### src/rtl/score_pkg.sv
// Shared types, widths and the 7-segment table for the snake score display.
package score_pkg;

  localparam int SCORE_W       = 7;
  localparam int MAX_SCORE_DEF = 99;

  typedef logic [3:0] bcd_t;

  localparam logic [6:0] SEG_LUT [0:9] = '{
    7'h3F, 7'h06, 7'h5B, 7'h4F, 7'h66,
    7'h6D, 7'h7D, 7'h07, 7'h7F, 7'h6F
  };

  function automatic bcd_t tens_of(input logic [SCORE_W-1:0] v);
    return bcd_t'(v / 7'd10);
  endfunction

  function automatic bcd_t ones_of(input logic [SCORE_W-1:0] v);
    return bcd_t'(v % 7'd10);
  endfunction

endpackage

### src/rtl/seg7_decoder.sv
// One BCD digit to an active-high {g,f,e,d,c,b,a} pattern.
// Codes 10..15 blank the digit.
module seg7_decoder
  import score_pkg::*;
(
  input  bcd_t       bcd_i,
  output logic [6:0] seg_o
);

  always_comb begin
    seg_o = 7'h00;
    if (bcd_i <= 4'd9) seg_o = SEG_LUT[bcd_i];
  end

endmodule

### src/rtl/score_display.sv
// Snake score keeper: synced/edge-detected collision inputs, saturating score, BCD + 7-seg out.
// Define HIGH_SCORE_EN to show a sticky high score on the digits instead of the live score.
module score_display
  import score_pkg::*;
#(
  parameter int MAX_SCORE = MAX_SCORE_DEF
) (
  input  logic               clk,
  input  logic               rst,
  input  logic               goodCollButton,
  input  logic               badCollButton,
  output logic [SCORE_W-1:0] dispScore,
  output bcd_t               bcd_ones,
  output bcd_t               bcd_tens,
  output logic [6:0]         ss0,
  output logic [6:0]         ss1,
  output bcd_t               displayOut
);

  // [0],[1] form the synchronizer; [2] is the delayed copy for edge detect
  logic [2:0]         good_q;
  logic [2:0]         bad_q;
  logic               good_pulse;
  logic               bad_pulse;
  logic [SCORE_W-1:0] score_q;
  logic [SCORE_W-1:0] score_d;
  logic [SCORE_W-1:0] shown;
  logic               scan_q;

  always_ff @(posedge clk or posedge rst) begin
    if (rst) begin
      good_q <= '0;
      bad_q  <= '0;
    end else begin
      good_q <= {good_q[1:0], goodCollButton};
      bad_q  <= {bad_q[1:0], badCollButton};
    end
  end

  assign good_pulse = good_q[1] & ~good_q[2];
  assign bad_pulse  = bad_q[1] & ~bad_q[2];

  always_comb begin
    score_d = score_q;
    if (bad_pulse)
      score_d = '0;
    else if (good_pulse && score_q < SCORE_W'(MAX_SCORE))
      score_d = score_q + 1'b1;
  end

  always_ff @(posedge clk or posedge rst) begin
    if (rst) begin
      score_q <= '0;
      scan_q  <= 1'b0;
    end else begin
      score_q <= score_d;
      scan_q  <= ~scan_q;
    end
  end

`ifdef HIGH_SCORE_EN
  logic [SCORE_W-1:0] high_q;

  always_ff @(posedge clk or posedge rst) begin
    if (rst)                  high_q <= '0;
    else if (score_q > high_q) high_q <= score_q;
  end

  assign shown = high_q;
`else
  assign shown = score_q;
`endif

  assign dispScore  = score_q;
  assign bcd_tens   = tens_of(shown);
  assign bcd_ones   = ones_of(shown);
  assign displayOut = scan_q ? bcd_tens : bcd_ones;

  seg7_decoder u_seg_ones (
    .bcd_i (bcd_ones),
    .seg_o (ss0)
  );

  seg7_decoder u_seg_tens (
    .bcd_i (bcd_tens),
    .seg_o (ss1)
  );

endmodule

### config.mk
export PLATFORM = sky130hd
export DESIGN_NAME = score_display
export DESIGN_NICKNAME = d
export VERILOG_FILES = /design/src/rtl/score_pkg.sv /design/src/rtl/seg7_decoder.sv /design/src/rtl/score_display.sv
export SDC_FILE = /design/constraint.sdc
export NUM_CORES = 1
export LEC_CHECK = 0
export CORE_MARGIN = 10
export CORE_UTILIZATION = 45
export CTS_CLUSTER_DIAMETER = 200
export DETAILED_ROUTE_END_ITERATION = 7
export HOLD_SLACK_MARGIN = 0.1
export PLACE_DENSITY = 0.74
export SLEW_MARGIN = 20
export SYNTH_ARGS = -nofsm -noshare
export SYNTH_HDL_FRONTEND = slang
export SYNTH_SLANG_ARGS = --single-unit
export TNS_END_PERCENT = 1
### constraint.sdc
create_clock -name clk -period 7.93 [get_ports clk]
set_clock_uncertainty 0.15 [all_clocks]
set_input_delay 1.586 -clock clk [delete_from_list [all_inputs] [get_ports clk]]
set_output_delay 1.586 -clock clk [all_outputs]
set_load 0.05 [all_outputs]
==> impl_results.md <==
* RSZ-0062 raised after global routing: no
* Largest family of logic cells by synthesized area: simple AND/OR/NAND/NOR gates
* Buffers on Ports at 36
* CTS Root Cell: clkbuf_4
* Finish-stage setup viols at 0
* CTS sink cnt at 14
* Fmax at 163 MHz
* Cell Pwr Density at 200 nW/µm²
* RePlAce Congestion at 0.809
* Number of top-level pins at 37
* YS warnings at 0
* Mapped Nets at 201
* Post-route DRC at 0
* Final max-slew violation count at 0
* Max-cap violations at 0
* Worst-path maximum fanout at 20
* Setup crit start: dispScore[3]
* Hold Violations, Final at 0
* Total CTS buffers at 3
* Hold path start: bad_q[0]
* Die area at 5890 µm²
* Post-CTS sizing at 0
* Area Overhead vs Synth at 27.8%
* Htree depth at 1
* Worst-Skew Late Latency at 0.29 ns
* Die Wd at 76.7 µm
* Initial antenna violation count at 0
* Final Critical Period at 6.14 ns
* Req. time, crit path at 6.19 ns
* Post-Synth XOR/XNOR Area at 4.23%
* Fin crit share at 77.5%
* Post-synthesis mux area share at 3.80%
* Core Area at 3080 µm²
* Largest net degree at the start of global routing at 21
* Initial Util at 47.1%
* Asr flop ratio synth at 100%
* Worst slew pin tran at 0.879 ns
* Crit start category: flip-flop
* Vias in the first global route at 1287
* Synth Area in Compound Gates at 22.2%
* Pre-antenna DRT Iters at 5
* Register area share after synthesis at 24.2%
* WL/cell at 14.5 µm
* CTS Hold Bufs at 0
* Worst min-delay path class: reg -> reg
* Synth Instances at 182
* Status: completed
* P_leak at 0.837 nW
* Worst setup EP type: output pin
* Post-DRT Antenna Nets at 0
* Flip-flop and latch count after synthesis at 14
* CTS tree: built
* Simple-gate share of the synthesized area at 23.7%
* Final net count at 232
* Post CTS Setup Buffer Count at 0
* WP data arrival at 4.41 ns
* Max-slew headroom at 41.4%
* CTS clk-pin slew, worst paths at 0.08 ns
* Final setup TNS at 0 ns
* Avg Synthesized Cell Area at 7.96 µm²
* Total power at 0.000371 W
* First-pass GRT wire length at 5.98 mm
* Reg2reg start: dispScore[0]
* Ys flop type: dfrtp_1
* Dpl hpwl at 2.86 mm
* Gr usage total at 12.0%
* Layout cells sized above 1 at 8.02%
* Vias per cell at 5.47
* Total wire length at 3.72 mm
* Total gr overflow at 0
* Ant diodes at 0
* Row count at 20
* Critical path class: reg -> out
* Synth Area in Adders at 13.0%
* CTS max path bufs at 2
* Drt initial violations at 83
* Distinct cell type count after synthesis at 50
* Post-synth EDFFs at 0
* Chip height at 76.7 µm
* Mapped cell area at 1450 µm²
* # fillers at 276
* Worst vdd ir at 0.205 mV
* Total number of vias at 1401
[area by class of cell]
type | instances | area (µm²) | area share [%]
well taps | 44 | 55.1 | 2.97
repair buffers | 37 | 368 | 19.9
inverters | 19 | 73.8 | 3.99
flip-flops and latches | 14 | 350 | 18.9
multi-input cells | 138 | 968 | 52.3
clock buffers | 4 | 36.3 | 1.96
[sequential cells by signal (all words and copies together), names as in the netlist]
name       cells
bad_q          3
dispScore      7
good_q         3
scan_q         1
[logic make-up after synthesis]
group	after synthesis
simple gates	65
compound gates	46
buf+inv	30
fa+ha+maj	15
flops	14
xor+xnor	7
mux	5
[where the power goes]
part            total, W  switching [W]  internal, W
Combinational   0.000235       0.000155    0.0000794
Sequential     0.0000842     0.00000836    0.0000758
Clock          0.0000518      0.0000238    0.0000280
Total           0.000371       0.000187     0.000183
[worst max-delay path, stage by stage (launching register included)]
cell	delay (ns)
dfrtp_1	0.70
and2b_1	0.29
xnor2_1	0.14
o32ai_1	0.09
a21oi_1	0.31
ha_1	0.23
inv_1	0.05
nand3_1	0.15
nand2_4	0.10
inv_4	0.12
xnor2_1	0.24
inv_1	0.15
ha_1	0.22
o22ai_1	0.16
nand2_1	0.07
a41oi_1	0.24
clkdlybuf4s50_1	0.85
[routing by layer]
metal	global-route usage [%]	share of wire, %
met1	13.1	41
met2	20.0	49
met3	5.71	9.1
met4	3.90	1.2
met5	0	0
[cells in the final DEF, fill, tap and decap left out, types with 4 or more instances in the layout]
| master | count |
|---|---|
| nand3_1 | 6 |
| inv_1 | 17 |
| clkdlybuf4s50_1 | 36 |
| ha_1 | 15 |
| a21oi_1 | 11 |
| o21ai_1 | 5 |
| mux2i_1 | 4 |
| o21ai_0 | 6 |
| nor2b_1 | 5 |
| nand2_1 | 15 |
| dfrtp_1 | 14 |
| nand2b_1 | 5 |
| xnor2_1 | 4 |
| nor2_1 | 17 |
[path summary, 6_finish.rpt]
check	end	slack (ns)	depth (start not counted)
worst max-delay path	ss0[6]	1.79	16
max in group asynchronous	dispScore[3]	5.82	2
worst min-delay path	bad_q[1]	0.20	0
min in group asynchronous	bad_q[2]	1.47	2
worst min register to register	bad_q[1]	0.20	0
worst max register to register	dispScore[2]	5.80	7
[Yosys cell counts (3+ instances only)]
| library cell | instances | area, µm² |
|---|---|---|
| a21oi_1 | 11 | 55.1 |
| a31oi_1 | 3 | 18.8 |
| buf_2 | 6 | 30.0 |
| clkbuf_1 | 3 | 11.3 |
| dfrtp_1 | 14 | 350 |
| ha_1 | 15 | 188 |
| inv_1 | 17 | 63.8 |
| mux2i_1 | 4 | 40.0 |
| nand2_1 | 15 | 56.3 |
| nand2b_1 | 5 | 31.3 |
| nand3_1 | 6 | 30.0 |
| nand3b_1 | 3 | 22.5 |
| nor2_1 | 17 | 63.8 |
| nor2b_1 | 5 | 31.3 |
| o211ai_1 | 3 | 22.5 |
| o21ai_0 | 6 | 30.0 |
| o21ai_1 | 5 | 25.0 |
| xnor2_1 | 4 | 35.0 |
| xor2_1 | 3 | 26.3 |
[per-stage QoR]
stage	setup WS, ns	std cells	utilization (%)	hold slack, ns	cell area [µm²]
global route	1.43	256	60.2	0.226	1850
finish	1.79	256	60.2	0.205	1850
CTS	1.82	256	60.2	0.207	1850
detailed placement	2.14	252	59.0	0.193	1820
global placement	2.31	252	59.0	0.183	1820
floorplan	1.97	182	-	0.181	1450
No activity file was read; power rests on OpenSTA's default activity.
